--- src/rtl/dtc_seq.sv ---
// dtc_seq: sample FIFO feeding a LOAD/FIRE/WAIT sequencer that launches DTC edges,
// counts completed conversions and keeps sticky underrun/miss/timeout flags.
module dtc_seq #(
  parameter int TIMEOUT = 15,
  parameter int DEPTH   = 4
) (
  input  logic        clk,
  input  logic        rst_n,
  input  logic        in_valid,
  input  logic [7:0]  in_data,
  output logic        in_ready,
  input  logic        en,
  input  logic        trig,
  input  logic        dtc_done,
  input  logic        clr_err,
  output logic [7:0]  dtc_code,
  output logic        dtc_sign,
  output logic        dtc_fire,
  output logic        busy,
  output logic        underrun,
  output logic        trig_miss,
  output logic        timeout_err,
  output logic [15:0] fire_count
);

  localparam int AW = $clog2(DEPTH);
  localparam int CW = AW + 1;
  localparam logic [CW-1:0] FULL_CNT = DEPTH[CW-1:0];
  localparam logic [7:0]    TO_LAST  = 8'(TIMEOUT - 1);

  typedef enum logic [1:0] {ST_IDLE, ST_LOAD, ST_FIRE, ST_WAIT} state_t;

  state_t          state_reg;
  logic [7:0]      mem [DEPTH];
  logic [AW-1:0]   wr_ptr_reg, rd_ptr_reg;
  logic [CW-1:0]   count_reg;
  logic [7:0]      sample_reg;
  logic [7:0]      wait_cnt_reg;
  logic [7:0]      code_reg;
  logic            sign_reg;
  logic            fire_reg;
  logic [15:0]     fire_count_reg;
  logic [2:0]      flag_reg, flag_set, flag_next;
  logic            full, empty, push, pop;

  assign full     = (count_reg == FULL_CNT);
  assign empty    = (count_reg == '0);
  assign in_ready = !full;
  assign push     = in_valid && !full;
  // Only the registered occupancy is consulted, so a same-cycle push cannot bypass.
  assign pop      = (state_reg == ST_IDLE) && trig && en && !empty;

  assign flag_set[0] = (state_reg == ST_IDLE) && trig && en && empty;
  assign flag_set[1] = (state_reg != ST_IDLE) && trig && en;
  assign flag_set[2] = (state_reg == ST_WAIT) && !dtc_done && (wait_cnt_reg == TO_LAST);

  generate
    for (genvar gi = 0; gi < 3; gi++) begin : g_flag
      assign flag_next[gi] = flag_set[gi] | (flag_reg[gi] & ~clr_err);
    end
  endgenerate

  // Sample storage with registered read so it maps onto block RAM.
  always_ff @(posedge clk) begin
    if (push)
      mem[wr_ptr_reg] <= in_data;
    if (pop)
      sample_reg <= mem[rd_ptr_reg];
  end

  always_ff @(posedge clk or negedge rst_n) begin
    if (!rst_n) begin
      state_reg      <= ST_IDLE;
      wr_ptr_reg     <= '0;
      rd_ptr_reg     <= '0;
      count_reg      <= '0;
      wait_cnt_reg   <= '0;
      code_reg       <= 8'h00;
      sign_reg       <= 1'b1;
      fire_reg       <= 1'b0;
      fire_count_reg <= '0;
      flag_reg       <= '0;
    end else begin
      fire_reg <= 1'b0;
      flag_reg <= flag_next;

      if (push)
        wr_ptr_reg <= wr_ptr_reg + AW'(1);
      if (pop)
        rd_ptr_reg <= rd_ptr_reg + AW'(1);
      case ({push, pop})
        2'b10:   count_reg <= count_reg + CW'(1);
        2'b01:   count_reg <= count_reg - CW'(1);
        default: count_reg <= count_reg;
      endcase

      case (state_reg)
        ST_IDLE: begin
          if (pop)
            state_reg <= ST_LOAD;
        end
        ST_LOAD: begin
          // Two's-complement magnitude; -128 naturally maps to 0x80.
          sign_reg  <= ~sample_reg[7];
          code_reg  <= sample_reg[7] ? (~sample_reg + 8'd1) : sample_reg;
          fire_reg  <= 1'b1;
          state_reg <= ST_FIRE;
        end
        ST_FIRE: begin
          wait_cnt_reg <= '0;
          state_reg    <= ST_WAIT;
        end
        ST_WAIT: begin
          if (dtc_done) begin
            fire_count_reg <= fire_count_reg + 16'd1;
            state_reg      <= ST_IDLE;
          end else if (wait_cnt_reg == TO_LAST) begin
            state_reg <= ST_IDLE;
          end else begin
            wait_cnt_reg <= wait_cnt_reg + 8'd1;
          end
        end
        default: state_reg <= ST_IDLE;
      endcase
    end
  end

  assign busy        = (state_reg != ST_IDLE);
  assign dtc_code    = code_reg;
  assign dtc_sign    = sign_reg;
  assign dtc_fire    = fire_reg;
  assign fire_count  = fire_count_reg;
  assign underrun    = flag_reg[0];
  assign trig_miss   = flag_reg[1];
  assign timeout_err = flag_reg[2];

endmodule

--- config.mk ---
export PLATFORM = sky130hd
export DESIGN_NAME = dtc_seq
export DESIGN_NICKNAME = d
export VERILOG_FILES = /design/src/rtl/dtc_seq.sv
export SDC_FILE = /design/constraint.sdc
export NUM_CORES = 1
export LEC_CHECK = 0
export ABC_AREA = 1
export BUFFER_PORTS_ARGS = -buffer_cell sky130_fd_sc_hd__buf_2
export CAP_MARGIN = 20
export CORE_MARGIN = 3
export CORE_UTILIZATION = 62
export DETAILED_ROUTE_END_ITERATION = 8
export PLACE_DENSITY = 0.9
export SLEW_MARGIN = 20
export SYNTH_ARGS = -nofsm -noshare
export SYNTH_HDL_FRONTEND = slang
export SYNTH_SLANG_ARGS = --single-unit
--- constraint.sdc ---
create_clock -name clk -period 4.8 [get_ports clk]
set_input_delay 0.48 -clock clk [delete_from_list [all_inputs] [get_ports clk]]
set_output_delay 0.48 -clock clk [all_outputs]
set_load 0.05 [all_outputs]
**Yosys cells after proc, flatten, opt, wreduce, memory -nomap -nowiden**

Memories as Yosys holds them, arrays and structs flattened. A register that Yosys moved wholly into a read port is not among the register bits.
Cells that the tools add are included.

- Reduce and logical (&&, ||, !) cells: 20
- Multiplexer cells: 12
- Equal/unequal tests: 11
- $add $sub $neg: 7
- Bitwise gates (word level): 9

Operator list:

| cell | number |
|---|---|
| two-way mux 8 bit | 3 |
| adder 16 x 1 -> 16 bit (second input constant) | 1 |
| adder 8 x 1 -> 8 bit (second input constant) | 2 |
| case mux 8 bit (2 select lines) | 1 |
| logical AND 1 bit | 9 |
| == test 8 x 4 -> 1 bit (second input constant) | 1 |
| NOT 8 bit | 1 |
| case mux 2 bit (4 select lines) | 1 |
| == test 2 bit (second input constant) | 3 |
| two-way mux 2 bit | 3 |
| inequality test 2 bit (second input constant) | 3 |
| case mux 3 bit (2 select lines) | 1 |
| nonzero test 2 bit | 3 |
| adder 2 x 1 -> 2 bit (second input constant) | 2 |
| == test 2 x 1 -> 1 bit (second input constant) | 2 |
| AND reduction 2 bit | 2 |
| adder 3 x 1 -> 3 bit (second input constant) | 1 |
| bitwise AND 1 bit | 3 |
| == test 3 bit (second input constant) | 1 |
| zero test 1 bit | 3 |
| zero test 3 bit | 1 |
| two-way mux 1 bit | 3 |
| inequality test 3 x 2 -> 1 bit (second input constant) | 1 |
| OR 1 bit | 3 |
| 4 further kinds | 5 |

- Bits of input ports: 15
- Output and inout port bits: 31
- Register bits: 46
- Memories kept: 1
- Memory bits (writable): 32
- Logic and storage cells: 70

Memories:

| memory | words | width | read ports | clocked after Yosys merged registers in | wr ports | RTL line | text |
|---|---|---|---|---|---|---|---|
| mem | 4 | 8 | 1 | 1 | 1 | 34 | `logic [7:0] mem [DEPTH];` |

**Logic depth before layout (Yosys ltp)**

- Depth in word-level cells: 6
- Mapped depth: 12

**Worst setup path after synthesis**

No wires, ideal clock.

- Kind: flip-flop to flip-flop
- From: register count_reg[0]
- To: register count_reg[2]
- Path buffers: 0
- Arrival time: 2,253 ps
- Slack: 2,416 ps
- Required time: 4,669 ps
- Period minus slack after synthesis: 2,384 ps
- Cell stages (with the launch flop): 10
- Path through: dfrtp_1 -> inv_1 -> nand3_1 -> nand2_1 -> ha_1 -> inv_1 -> fa_1 -> a21oi_1 -> o21ai_0 -> xor2_1

- Cells in the longest elaborated chain, start to end: 5
- Elaborated cells between the ends (all ways): 12
- Those cells by class: add/sub (2); eq/ne (3); mux (1); reduce/logical (6)

RTL lines:

| what | RTL line | text |
|---|---|---|
| start: declaration | 36 | `logic [CW-1:0] count_reg;` |
| start signal: assignment | 92 | `2'b10: count_reg <= count_reg + CW'(1);` |
| start signal: assignment | 93 | `2'b01: count_reg <= count_reg - CW'(1);` |
| start signal: assignment | 94 | `default: count_reg <= count_reg;` |
| == test 3 bit (*) | 46 | `assign full = (count_reg == FULL_CNT);` |
| zero test 1 bit (*) | -- |  |
| via in_ready | 11 | `output logic in_ready,` |
| logical AND 1 bit (*) | 49 | `assign push = in_valid && !full;` |
| == test 2 x 1 -> 1 bit or == test 2 bit (tied branches) | 91 | `case ({push, pop})` |
| case mux 3 bit (2 select lines) or nonzero test 2 bit (tied branches) | -- |  |

Mark *: on every way through the listed nets, which the timed path passes. The rest lies on a longest branch.
A chain may end at the register's enable or synchronous reset.

**Worst setup path in the final report**

- From: register state_reg[0]
- To: register count_reg[2]

- Cells in the longest elaborated chain, start to end: 6
- Elaborated cells between the ends (all ways): 8
- Those cells by class: eq/ne (2); mux (1); reduce/logical (5)

RTL lines:

| what | RTL line | text |
|---|---|---|
| start: declaration | 33 | `state_t state_reg;` |
| start signal: assignment | 73 | `state_reg <= ST_IDLE;` |
| start signal: assignment | 100 | `state_reg <= ST_LOAD;` |
| start signal: assignment | 107 | `state_reg <= ST_FIRE;` |
| zero test 2 bit (*) | 51 | `assign pop = (state_reg == ST_IDLE) && trig && en && !empty;` |
| logical AND 1 bit (*) (3 in a row) | 51 |  |
| via pop | 44 | `logic full, empty, push, pop;` |
| == test 2 x 1 -> 1 bit or == test 2 bit (tied branches) | 91 |  |
| case mux 3 bit (2 select lines) or nonzero test 2 bit (tied branches) | -- |  |

Marks and branches as above.

==> impl.org <==
** Outcome
- The flow ran to the end, and the final reports show no timing, DRC or antenna violations.

** Placement
- The HPWL after detailed placement is 5170 um.
- Final RePlAce weighted congestion :: 0.899
- Input and output buffers added on the ports amount to 45.
- Cell area after placement :: 0.00420 mm^2

** Drt
- Final wirelength :: 7110 um
- Drt pass-1 iters :: 4
- After detailed routing, the average wire length per cell comes to 13.5 um.
- Avg Vias per Cell :: 5.31
- Final antenna-violating net count :: 0
- Via total after detailed routing :: 2793
- The detailed router finished its first iteration with 166 violations.
- After detailed routing, the number of remaining DRC violations is 0.

** Layout
- Number of flip-flops in the largest register :: 32
- Measured on the finished design, the core utilization comes to 0.730.
- Leaving out fill and tap cells, the most frequent cells in the layout are sky130_fd_sc_hd__nand2_1, sky130_fd_sc_hd__nor2_1, sky130_fd_sc_hd__inv_1.
- Of the cells placed in the final design, the portion with a size suffix greater than 1 is 0.157.
- Leaving out fill and tap cells, the most frequent cell in the layout is sky130_fd_sc_hd__nand2_1.
- The number of antenna diodes in the final layout is 0.
- Synth-to-Final Area Change :: 12.1%
- Post-Layout Inst Area :: 0.00440 mm^2
- Net total in the final layout :: 476

** CTS
- Inserted Clock Buffers :: 9
- After clock tree synthesis, the flow added hold-fix buffers numbering 0.
- After clock tree synthesis, the clock-pin slew on the worst setup and hold paths is 0.09 ns.
- Count of instances resized after the clock tree is built :: 0
- Clock latency on the worst-skew pair, taken at its later pin, is 0.35 ns.
- The clock passes through at most 2 buffers.
- CTS tree :: done
- Sinks on Clock Net :: 86
- The cell sitting at the root of the clock tree is a sky130_fd_sc_hd__clkbuf_8.
- Buffers inserted during post-CTS setup optimization :: 0
- Clock H-tree levels :: 3

** Logic synthesis
- Synthesis instantiated 31 different standard cells from the library.
- Average instance area after synthesis :: 9.86 um^2
- In the post-synthesis netlist, the biggest area contributors are sky130_fd_sc_hd__edfxtp_1, sky130_fd_sc_hd__dfrtp_1, sky130_fd_sc_hd__nand2_1.
- Post-synthesis net count :: 428
- In this run, synthesis inferred 40 flip-flops with an integrated enable.
- After synthesis the cells add up to 0.00393 mm^2.
- After synthesis, the share of flip-flops with an asynchronous set or reset is 0.535.
- Synthesis handed over a netlist of 398 instances.
- Count of warnings emitted by yosys :: 0
- Area share of the largest cell type after synthesis :: 0.306
- Primary flip-flop cell chosen by synthesis mapping :: sky130_fd_sc_hd__dfrtp_1
- For this run, the register share of the synthesized area comes to 0.599.
- In this run, synthesis produced a sequential element count of 86.
- Cell type contributing the most total cell area after synthesis :: sky130_fd_sc_hd__edfxtp_1

** Floorplanning
- The die covers 0.00732 mm^2.
- Die boundary height :: 85.6 um
- Top-level port count :: 46
- The region available for standard cell placement spans 0.00603 mm^2.
- FP Rows :: 28
- The initial utilization of the core area, before any placement, comes to 0.652.
- Measured along the x axis, the die boundary spans 85.6 um.

** Global route
- Remaining Overflow, GRT :: 0
- Entering global routing, the biggest net connects 47 pins.
- The via count of the first global-routing pass is 2712.
- The first global-routing pass estimated 12300 um of wire.
- Across every metal layer, demand over resource in global routing totals 0.216.
- The number of antenna violations at the first check in global routing was 0.

** STA
- Setup repair after global routing left no endpoint under its margin.
- At the pin with the least slew margin, the transition time is 0.745 ns.
- Dividing the final minimum period by the clock period gives 0.531.
- Crit path time final :: 2.55 ns
- The number of failing hold endpoints at the final stage came to 0.
- Highest Clock Rate :: 0.392 GHz
- The count of final max-slew check failures was 0.
- Headroom to the max-slew limit came out at 0.502.
- For the final routed database, the setup TNS stands at 0 ns.
- Setup violations remaining at the end of the flow were counted as 0.
- Between clock sinks in the finished design, the worst skew comes to 0.00983 ns.

** Critical path
- The worst setup path is launched from a flip-flop.
- Data arrives at the worst endpoint at 2.79 ns.
- The largest individual stage delay along the critical path comes from the cell sky130_fd_sc_hd__dfrtp_1.
- Along the worst path, the maximum fanout reaches 10.
- Required time of the critical path :: 5.04 ns
- CP endpoint kind :: flip-flop
- Classification of the worst setup path :: flip-flop to flip-flop
- The critical path goes through inv_1 -> ha_1 -> nand2_1 -> nor2_1 -> nand2_1 -> inv_1 -> ha_1 -> inv_1 -> fa_1 -> a21oi_1 -> o21ai_0 -> xor2_1.
- Cell with the most instances on the worst path :: sky130_fd_sc_hd__inv_1
- The largest single stage delay on the critical path is 0.42 ns.

** Pwr
- Power density of the placed cells :: 562 mW/mm^2
- Highest ir drop seen on vdd :: 0.366 mV
- In this run the static leakage power is 2.01 nW.

** Min path
- Classification of the worst-slack hold path :: input pin to asynchronous set/reset pin

** Flow run
- Max-cap viol count :: 0
==> metal layers <==
layer	wire, um	track usage
met5	0	0
met1	3000	0.267
met2	3620	0.362
met4	96	0.0835
met3	391	0.0605
==> final timing paths <==
kind	slack (ns)	end	from	cells after the start
min in group clk	0.33	flag_reg[0]	clr_err	2
hold reg to reg	0.49	dtc_code[5]	dtc_code[5]	2
setup / recovery	2.25	count_reg[2]	state_reg[0]	12
max in group asynchronous	4.28	wait_cnt_reg[5]	rst_n	1
hold / removal	0.13	fire_count[3]	rst_n	1
setup reg to reg	2.25	count_reg[2]	state_reg[0]	12
==> layout make-up <==
class                   count  area, um^2
multi-input cells         257        1360
clock buffers               9         124
well taps                  75        93.8
inverters                  47         176
fillers                   433        1630
flip-flops and latches     86        2350
repair buffers             45         228
clock inverters             7        70.1
==> cells by family after synthesis <==
kind of cell	after synthesis	share of synthesized area
and+or+nand+nor	178	0.192
DFF	86	0.599
buffers and inverters	55	0.0554
AOI/OAI and AO/OA	47	0.0653
xor gates and xnor gates	17	0.0379
adders and majority gates	15	0.0497
==> power breakdown <==
group          switching (W)  internal [W]
logic               0.000647      0.000242
clock network       0.000283      0.000205
registers           0.000127      0.000967
total                0.00106       0.00141
==> critical path: cells and delay by family (launching register included) <==
kind | cells | cell delay [ns]
flip-flops | 1 | 0.42
buffers and inverters | 3 | 0.50
AO/OA/AOI/OAI | 2 | 0.27
XOR/XNOR | 1 | 0.15
AND/OR/NAND/NOR | 3 | 0.29
adder cells (fa/ha/maj) | 3 | 0.80
==> through the flow <==
step	hold WS [ns]	cells	power (W)	worst slack [ns]
floorplan	0.184	398	0.00177	2.42
global placement	0.463	510	0.00194	2.41
detailed placement	0.467	510	0.00200	2.29
CTS	0.308	526	0.00249	2.28
global route	0.137	526	0.00265	2.03
finish	0.128	526	0.00247	2.25
==> cells in the mapped netlist (all sizes together) (4+ instances only) <==
| master | instances |
|---|---|
| inv | 47 |
| xor2 | 8 |
| ha | 14 |
| edfxtp | 40 |
| buf | 5 |
| dfrtp | 45 |
| nand2 | 83 |
| xnor2 | 9 |
| o22ai | 8 |
| a21oi | 4 |
| nor2 | 55 |
| nand3 | 32 |
| o21ai | 32 |
Note: power is estimated with default switching activity, not from simulation.
